### src/rtl/bus_transfer_controller.sv
// bus_transfer_controller
//   Sequences register->register and immediate->register moves over the
//   shared tri-state data bus. Two requesters are arbitrated round-robin.
//   Every legal move is DRIVE (bus settle), then LATCH (destination loads),
//   then RELEASE (turnaround, done pulse). An illegal move goes straight to
//   RELEASE with error set and never asserts an enable.
// Ports
//   controller_clock / controller_reset : clock, synchronous active-high reset
//   reqN_valid/src/src_imm/imm/dst      : transfer request from requester N
//   reqN_ready                          : combinational accept strobe
//   reg_out_en / reg_in_en              : one-hot register bus drive / load
//   imm_out_en / imm_data               : immediate buffer drive and value
//   busy, done, done_id, error          : status (done_id/error valid with done)
module bus_transfer_controller #(
  parameter int NUM_REGS = 4,
  parameter int SEL_W    = 2,
  parameter int DATA_W   = 16
) (
  input  logic                controller_clock,
  input  logic                controller_reset,
  input  logic                req0_valid,
  input  logic [SEL_W-1:0]    req0_src,
  input  logic                req0_src_imm,
  input  logic [DATA_W-1:0]   req0_imm,
  input  logic [SEL_W-1:0]    req0_dst,
  output logic                req0_ready,
  input  logic                req1_valid,
  input  logic [SEL_W-1:0]    req1_src,
  input  logic                req1_src_imm,
  input  logic [DATA_W-1:0]   req1_imm,
  input  logic [SEL_W-1:0]    req1_dst,
  output logic                req1_ready,
  output logic [NUM_REGS-1:0] reg_out_en,
  output logic [NUM_REGS-1:0] reg_in_en,
  output logic                imm_out_en,
  output logic [DATA_W-1:0]   imm_data,
  output logic                busy,
  output logic                done,
  output logic                done_id,
  output logic                error
);

  typedef enum logic [1:0] {IDLE, DRIVE, LATCH, RELEASE} state_e;

  localparam logic [SEL_W:0] NREGS = (SEL_W+1)'(NUM_REGS);

  state_e              state_q, state_d;
  logic                last_grant_q, last_grant_d;
  logic [SEL_W-1:0]    src_q, src_d, dst_q, dst_d;
  logic                src_imm_q, src_imm_d, id_q, id_d, err_q, err_d;
  logic [DATA_W-1:0]   imm_q, imm_d;
  logic [NUM_REGS-1:0] out_en_q, out_en_d, in_en_q, in_en_d;
  logic                imm_en_q, imm_en_d, done_q, done_d;
  logic                done_id_q, done_id_d, error_q, error_d;

  logic                grant, accept, illegal, drive_ph;
  logic [SEL_W-1:0]    sel_src, sel_dst;
  logic                sel_imm;
  logic [DATA_W-1:0]   sel_val;

  // Arbitration: a lone requester wins; on contention the one that did not
  // win last time gets the bus.
  always_comb begin
    grant      = (req0_valid && req1_valid) ? ~last_grant_q : req1_valid;
    accept     = (state_q == IDLE) && (req0_valid || req1_valid) && !controller_reset;
    req0_ready = accept && !grant;
    req1_ready = accept && grant;
    sel_src    = grant ? req1_src     : req0_src;
    sel_dst    = grant ? req1_dst     : req0_dst;
    sel_imm    = grant ? req1_src_imm : req0_src_imm;
    sel_val    = grant ? req1_imm     : req0_imm;
    illegal    = (!sel_imm && ((sel_src == sel_dst) || ({1'b0, sel_src} >= NREGS)))
                 || ({1'b0, sel_dst} >= NREGS);
  end

  // Next state plus next value of every registered output. Enables are
  // decoded from the post-edge state and fields so they appear exactly in
  // the cycle the state is entered.
  always_comb begin
    state_d      = state_q;
    last_grant_d = last_grant_q;
    src_d        = src_q;
    dst_d        = dst_q;
    src_imm_d    = src_imm_q;
    id_d         = id_q;
    err_d        = err_q;
    imm_d        = imm_q;
    case (state_q)
      IDLE: if (accept) begin
        src_d        = sel_src;
        dst_d        = sel_dst;
        src_imm_d    = sel_imm;
        id_d         = grant;
        err_d        = illegal;
        last_grant_d = grant;
        if (sel_imm) imm_d = sel_val;
        state_d      = illegal ? RELEASE : DRIVE;
      end
      DRIVE:   state_d = LATCH;
      LATCH:   state_d = RELEASE;
      default: state_d = IDLE;
    endcase

    drive_ph = (state_d == DRIVE) || (state_d == LATCH);
    for (int i = 0; i < NUM_REGS; i++) begin
      out_en_d[i] = drive_ph && !src_imm_d && (src_d == SEL_W'(i));
      in_en_d[i]  = (state_d == LATCH) && (dst_d == SEL_W'(i));
    end
    imm_en_d  = drive_ph && src_imm_d;
    done_d    = (state_d == RELEASE);
    done_id_d = (state_d == RELEASE) && id_d;
    error_d   = (state_d == RELEASE) && err_d;
  end

  always_ff @(posedge controller_clock) begin
    if (controller_reset) begin
      state_q      <= IDLE;
      last_grant_q <= 1'b1;
      src_q        <= '0;
      dst_q        <= '0;
      src_imm_q    <= 1'b0;
      id_q         <= 1'b0;
      err_q        <= 1'b0;
      imm_q        <= '0;
      out_en_q     <= '0;
      in_en_q      <= '0;
      imm_en_q     <= 1'b0;
      done_q       <= 1'b0;
      done_id_q    <= 1'b0;
      error_q      <= 1'b0;
    end else begin
      state_q      <= state_d;
      last_grant_q <= last_grant_d;
      src_q        <= src_d;
      dst_q        <= dst_d;
      src_imm_q    <= src_imm_d;
      id_q         <= id_d;
      err_q        <= err_d;
      imm_q        <= imm_d;
      out_en_q     <= out_en_d;
      in_en_q      <= in_en_d;
      imm_en_q     <= imm_en_d;
      done_q       <= done_d;
      done_id_q    <= done_id_d;
      error_q      <= error_d;
    end
  end

  assign reg_out_en = out_en_q;
  assign reg_in_en  = in_en_q;
  assign imm_out_en = imm_en_q;
  assign imm_data   = imm_q;
  assign busy       = (state_q != IDLE);
  assign done       = done_q;
  assign done_id    = done_id_q;
  assign error      = error_q;

endmodule

### config.mk
export PLATFORM = sky130hd
export DESIGN_NAME = bus_transfer_controller
export DESIGN_NICKNAME = d
export VERILOG_FILES = /design/src/rtl/bus_transfer_controller.sv
export SDC_FILE = /design/constraint.sdc
export NUM_CORES = 1
export LEC_CHECK = 0
export BUFFER_PORTS_ARGS = -buffer_cell sky130_fd_sc_hd__buf_2
export CORE_AREA = 2 2 68 135
export DETAILED_ROUTE_END_ITERATION = 16
export DIE_AREA = 0 0 70 137
export PLACE_DENSITY = 0.39
export SYNTH_ARGS = -nofsm -noshare
export SYNTH_HDL_FRONTEND = slang
export SYNTH_SLANG_ARGS = --single-unit
### constraint.sdc
create_clock -name controller_clock -period 3.06 [get_ports controller_clock]
set_input_delay 0.459 -clock controller_clock [delete_from_list [all_inputs] [get_ports controller_clock]]
set_output_delay 0.459 -clock controller_clock [all_outputs]
set_load 0.02 [all_outputs]
==> results summary, run 1 <==
The DRC violations left came out at 0. The post-detailed-placement half-perimeter wirelength came out at 4380 um. The count of hold-fix buffers inserted at cts is 0. The flow ran to the end, and the final reports show no timing, DRC or antenna violations.

Based on the critical path, the design can be clocked at up to 0.436 GHz. The longest clock path from root to sink contains 2 buffers. The worst path needs 2.29 ns of the cycle, external delays included. The minimum setup slack among reg-to-reg paths came out at 0.77 ns.

The launch point of the worst path is state_q[1]. The count of buffers added by post-CTS timing repair for setup is 0. The total core area came out at 0.00853 mm^2. The synthesized cell area is 0.00193 mm^2. The worst clock skew came out at 0.00168 ns. The actual transition at the worst max-transition pin is 0.442 ns.

The number of placed I/O pins is 77. The all-layer global routing usage is 12.5%. The quantity of I/O buffers inserted on ports came out at 76. The maximum resistive drop on vdd came out at 0.000238 V. The number of pins with negative max-slew slack in the final report is 0.

In the synthesized netlist the async set-or-reset flop fraction comes to 0%. The endpoint of the worst setup timing path is reg_out_en[3]. The most used flip-flop cell after synthesis is dfxtp_1. In the post-synthesis netlist, the biggest area contributors are dfxtp_1 (39%), nand3b_1 (7.0%), a211oi_1 (6.6%).

The area growth from synthesis to layout is 30.6%. The clock tree from TritonCTS is yes. In this run the critical register-to-register path is captured at reg_out_en[3]. The path category of the worst min-delay check is input pin to register. The count of antenna diodes in the layout came out at 0.

The critical path in this run is classified as register to register. The synthesized netlist contains 43 unique library cells. The synthesized design spends more area on one cell type than any other, namely dfxtp_1.

The die is 70 um wide. The setup slack of the critical path after layout is around 0.77 ns. The count of cells resized by post-cts repair is 0. The worst setup path is captured at a register. The worst reg2reg path depth came out at 10. The biggest fanout along the worst timing path is 9. Max-cap violations in this run came to 0. The maximum level of the CTS H-tree is 2. The remaining global-route overflow came out at 0.

The sequential fraction of the synthesis area came out at 39.5%. For this run, the post-layout net count is 340. The routed design has 5850 um of wire.

Clock-pin slew was measured on the worst setup and hold paths at 0.05 ns. Counting instances in the post-synthesis netlist gives the leading cell types as dfxtp_1 (38), a21oi_1 (22), nand2b_1 (18), nand3b_1 (18). The fraction of final layout cells sized beyond drive strength 1 is 33.0%. The number of nets handed over by synthesis was 270. The die is 137 um tall.

The synthesized area per cell is 8.76 um^2. For the worst setup path, the data required time is 3.28 ns. The number of antenna violations at the first check in global routing was 0. The remaining antenna violation count is 0.

The arrival time at the worst endpoint is 2.52 ns. Among all cell types in the netlist, the one instantiated most often is dfxtp_1. The synthesized design devotes to its leading area cell type 39.5% of total area. After detailed routing, the average wire length per cell comes to ~15 um. The final setup violation count came out at 0. The share of the clock period used by the worst path after layout came out at 74.9%.

The last weighted congestion value of the routability-driven placer is 0.761. The die area is 0.00959 mm^2. The placement row count is 48. Counting instances, the worst hold path has a depth of 3.

The first global-routing pass estimated 9180 um of wire. The pin count of the biggest net entering global routing came out at between 40 and 50. The worst setup path is launched from a register. The routed via count is 1797. The number of instances in the synthesized netlist came out at between 200 and 250. Buffers inserted during clock tree synthesis total 5. The number of hold violations in the final report is 0. In this run the critical register-to-register path is launched from state_q[1]. For the final routed database, the setup TNS stands at 0 ns.

The initial standard-cell utilization of the core came out at 22.6%. The reported leakage power came out at 0.00110 uW. The vias per cell came out at 4.60. The number of register bits inferred by synthesis is 38.

The first-pass iteration count of the detailed router is 4. The post-place setup slack came out at ~0.58 ns. The count of routing violations after the opening detailed-route iteration is 57. The CTS root buffer is clkbuf_16.

The power density over the cells is 755 mW/mm^2. The number of global-route vias before repair came to ~1900. The sink count of the clock tree came out at 38.

Setup repair after global routing left no endpoint under its margin. The clock latency at the later pin of the worst-skew pair is 0.28 ns. Yosys printed 0 warnings. The worst relative slew slack is 70.1%. The number of synthesized flops with an enable pin is 0.
==> state kept, by name, summed over array words and instances, names as in the netlist <==
| name | cells |
|---|---|
| reg_out_en | 4 |
| src_imm_q | 1 |
| id_q | 1 |
| reg_in_en | 4 |
| src_q | 2 |
| imm_data | 16 |
| state_q | 2 |
| last_grant_q | 1 |
| dst_q | 2 |
| error | 1 |
| imm_out_en | 1 |
| err_q | 1 |
| done_id | 1 |
| done | 1 |
==> through the flow <==
stage	cell area [um^2]	instances	utilization, %	power (uW)	hold slack [ns]
CTS	2520	391	29.5	1940	0.474
floorplan	1930	220	-	1180	0.450
finish	2520	391	29.5	1900	0.484
global placement	2370	383	27.8	1410	0.493
detailed placement	2370	383	27.8	1410	0.487
global route	2520	391	29.5	2040	0.505
==> critical path, stage by stage (launching register included) <==
cell and delay (ns):
dfxtp_1 0.34, inv_1 0.07, ha_1 0.35, inv_1 0.18
nor2_4 0.14, o21ai_1 0.12, a21oi_1 0.22, ha_1 0.29
nor2_1 0.12, a21boi_0 0.22, and3b_1 0.18
==> how the worst min path moves through the flow <==
| stage | to | from | slack, ns |
|---|---|---|---|
| after CTS | src_q[1] | req1_src[1] | 0.47 |
| final | src_q[1] | req1_src[1] | 0.48 |
| after floorplan | err_q | err_q | 0.45 |
| after detailed placement | err_q | err_q | 0.49 |
| after global placement | src_imm_q | src_imm_q | 0.49 |
| after global routing | src_q[1] | req1_src[1] | 0.51 |
==> logic make-up (layout without fill, tap and decap cells) <==
| family | Yosys count | after routing | share of synthesized area, % |
|---|---|---|---|
| AND/OR/NAND/NOR | 75 | 75 | 22.9 |
| AO/OA/AOI/OAI | 74 | 74 | 25.7 |
| flip-flops | 38 | 38 | 39.5 |
| buffers and inverters | 23 | 94 | 6.17 |
| adder cells (fa/ha/maj) | 4 | 4 | 2.60 |
| XOR/XNOR | 4 | 4 | 1.82 |
| multiplexers | 2 | 2 | 1.30 |
==> cell usage in the layout, fill, tap and decap left out, types with 3 or more instances in the layout <==
| master | n |
|---|---|
| nand2_1 | 13 |
| a211oi_1 | 17 |
| nand3b_1 | 18 |
| dfxtp_1 | 38 |
| buf_2 | 76 |
| xor2_1 | 4 |
| o21ai_0 | 17 |
| a21oi_1 | 22 |
| ha_1 | 4 |
| nand2b_1 | 18 |
| clkbuf_16 | 5 |
| buf_4 | 5 |
| nor2b_1 | 3 |
| nor2_1 | 12 |
| inv_1 | 5 |
==> per-layer routing <==
metal | wire [um] | track usage, % | up-vias | part of all wire [%]
met4 | 127 | 5.98 | 0 | 2.2
met3 | 286 | 2.95 | 9 | 4.9
li1 | - | - | 920 | -
met1 | 2170 | 11.8 | 816 | 37
met2 | 3260 | 24.6 | 52 | 56
met5 | 0 | 0 | - | 0
==> power breakdown <==
| group | leakage (uW) | total [uW] | internal [uW] | switching (uW) |
|---|---|---|---|---|
| Sequential | 0.000311 | 642 | 594 | 47.3 |
| Clock | 0.0000739 | 516 | 323 | 193 |
| Combinational | 0.000713 | 745 | 280 | 465 |
| Total | 0.00110 | 1900 | 1200 | 705 |
==> layout make-up <==
class	count	area [um^2]
fillers	954	6010
multi-input cells	159	1050
flip-flops and latches	38	761
repair buffers	81	418
clock buffers	7	143
well taps	100	125
inverters	5	18.8
clock inverters	1	5.00
No activity file was read; power rests on OpenSTA's default activity.
==> run 2: changes to the inputs <==
Clock period 3.06 ns to 2.2 ns, I/O delays scaled along.
==> run 2 against run 1 <==
Compared with the run above:
- maximum frequency increased by 15%
- final area increased by 1.4%
- final cell count grew 0.77%
- routed wire length is 2.6% higher
- via count shrank 0.17%
- global-route usage rose by 0.62 points
- clock power up 35%
- critical path depth shrank 3
- combinational power rose by 52%
- hold slack got worse by 0.13 ns
- register-to-register slack worse by 0.56 ns
- die area stayed put
- largest power group unchanged
- highest routed layer unchanged
==> results summary, run 2 (synthesized netlist as in run 1, its figures left out) <==
The worst clock skew came out at 0.00134 ns (was 0.00168 ns). The total core area came out at 0.00853 mm^2 (unchanged). The number of placed I/O pins is 77 (unchanged). The last weighted congestion value of the routability-driven placer is 0.815 (was 0.761). The critical register-to-register path endpoint is reg_out_en[1] (was reg_out_en[3]). The final setup violation count came to 0 (unchanged). The placement row count is 48 (unchanged).

The die area was 0.00959 mm^2 (unchanged). The actual transition at the worst max-transition pin is 0.457 ns (was 0.442 ns). The all-layer global routing usage came out at 13.1% (was 12.5%). The share of the clock period used by the worst path after layout is 90.5% (was 74.9%). The worst setup path category is register to register (unchanged). The most common cell after layout, fill and taps aside is buf_2 (unchanged).

The number of hold violations in the final report is 0 (unchanged). The number of antenna violations at the first check in global routing is 0 (unchanged). The count of routing violations after the opening detailed-route iteration came out at 72 (was 57). The layout net count is 345 (was 340). The maximum resistive drop on vdd is 0.000332 V (was 0.000238 V). The clock input transition at the sequential cells of the worst setup and hold paths is 0.05 ns (about the same). The overall power consumption came out at 2720 uW (was 1900 uW). The first-pass iteration count of the detailed router came out at 4 (unchanged).

The worst relative slew slack came out at 69.1% (was 70.1%). The number of global-route vias before repair came out at 1877 (was 1858). The number of max-cap violations is 0 (unchanged). The clock latency at the later pin of the worst-skew pair is 0.28 ns (about the same). The maximum level of the CTS H-tree is 2 (unchanged). The kind of launch point of the worst setup path is a register (unchanged).

The final setup TNS came out at 0 ns (unchanged). The sink count of the clock tree came out at 38 (unchanged). The worst reg2reg path startpoint is state_q[1] (unchanged). The endpoint with the worst hold slack was src_q[1] (unchanged). The clock tree from TritonCTS is yes (unchanged). The vertical die dimension came out at 137 um (unchanged). The timing-limited maximum frequency is 0.502 GHz (was 0.436 GHz). The fraction of final layout cells sized beyond drive strength 1 came out at 34.7% (was 33.0%).

The CTS root buffer is clkbuf_16 (unchanged). The time the final worst path needs with I/O delays and setup is 1.99 ns (was 2.29 ns). The post-detailed-placement half-perimeter wirelength came out at 4420 um (was 4380 um). The number of pins with negative max-slew slack in the final report is 0 (unchanged).

The wire length per cell came out at 15.2 um (was 15.0 um). The DRC violations left came out at 0 (unchanged). The routed via count is 1794 (was 1797). Result of the run: finished, final reports clean (unchanged). The vias per cell is 4.55 (was 4.60). The global-route wire length before repair is 9560 um (was 9180 um). The launch point of the worst path is state_q[1] (unchanged). RSZ-0062 raised after global routing: false (unchanged). The launch instance of the worst min-delay path was req1_src[1] (unchanged).

The minimum setup slack among reg-to-reg paths came out at 0.21 ns (was 0.77 ns). The area growth from synthesis to layout is 32.5% (was 30.6%). The number of buffers created by CTS came out at 5 (unchanged). The number of buffers between clock root and the deepest sink came out at 2 (unchanged). The routed wire length was 6000 um (was 5850 um). The reported leakage power is 0.00111 uW (was 0.00110 uW). The remaining antenna violation count is 0 (unchanged). The arrival time at the worst endpoint is 2.21 ns (was 2.52 ns). The biggest fanout along the worst timing path came to 5 (was 9). The endpoint kind of the worst setup timing path is a register (unchanged).

The die width is 70 um (unchanged). The pin count of the biggest net entering global routing came to 42 (unchanged). The remaining global-route overflow is 0 (unchanged). The count of antenna diodes in the layout is 0 (unchanged).

The initial standard-cell utilization of the core is 22.6% (unchanged). The path category of the worst min-delay check is input pin to register (unchanged). The flip-flop count of the largest register after layout is 16 (unchanged). The quantity of I/O buffers inserted on ports came to 76 (unchanged). The power density over the cells is 1070 mW/mm^2 (was 755 mW/mm^2).

The worst reg2reg path depth is 7 (was 10). The critical path required time is 2.42 ns (was 3.28 ns). Commonest non-fill, non-tap cells in the layout: buf_2 (76), dfxtp_1 (38), a21oi_1 (21), nand2b_1 (18), nand3b_1 (18) (was buf_2 (76), dfxtp_1 (38), a21oi_1 (22), nand2b_1 (18), nand3b_1 (18)). The number of stages on the worst hold path came out at 3 (unchanged).
-- run 2: stage by stage --
step	utilization [%]	hold WS, ns	cells	area, um^2	setup WS (ns)
2_1_floorplan	-	0.450	220	1940	0.00876
3_3_place_gp	28.3	0.465	388	2410	0.115
3_5_place_dp	28.3	0.470	388	2410	0.0739
4_1_cts	29.9	0.344	394	2550	0.128
5_1_grt	29.9	0.390	394	2550	0.0238
6_report	29.9	0.358	394	2550	0.209
-- run 2: final cells by class --
class | count | area, um^2
clock buffers | 6 | 139
fillers | 952 | 5970
inverters | 5 | 22.5
multi-input cells | 159 | 1050
flip-flops and latches | 38 | 761
well taps | 100 | 125
repair buffers | 86 | 455
-- run 2: worst max-delay path by stage --
stage | end | slack (ns)
after floorplan | reg_out_en[1] | 0.009
after global placement | reg_out_en[3] | 0.12
after detailed placement | reg_out_en[0] | 0.07
after CTS | reg_out_en[0] | 0.13
after global routing | reg_out_en[1] | 0.02
final | reg_out_en[1] | 0.21
-- run 2: report_power, final --
part	internal (uW)	switching [uW]	total, uW
Clock	438	261	699
Combinational	451	676	1130
Sequential	827	68.3	895
Total	1720	1010	2720
-- run 2: per-layer routing --
metal | track usage, % | up-vias | part of all wire, %
met5 | 0 | - | 0
li1 | - | 929 | -
met1 | 13.0 | 796 | 38
met3 | 2.65 | 12 | 4.4
met2 | 25.2 | 57 | 55
met4 | 6.84 | 0 | 2.7
-- run 2: worst max-delay path, stage by stage (launching register included) --
cell and delay [ns]:
dfxtp_1 0.39, inv_1 0.06, ha_1 0.23, a31oi_1 0.34, a21oi_2 0.12, ha_1 0.31, a2111oi_2 0.31, nor2b_1 0.16
-- run 2: timing repair --
item | in CTS | in global routing
hold endpoints to repair | 0 | 0
hold buffers | 0 | 0
buffers inserted | 0 | 0
endpoints found under the setup margin | 0 | 4
gates resized for setup | 0 | 2
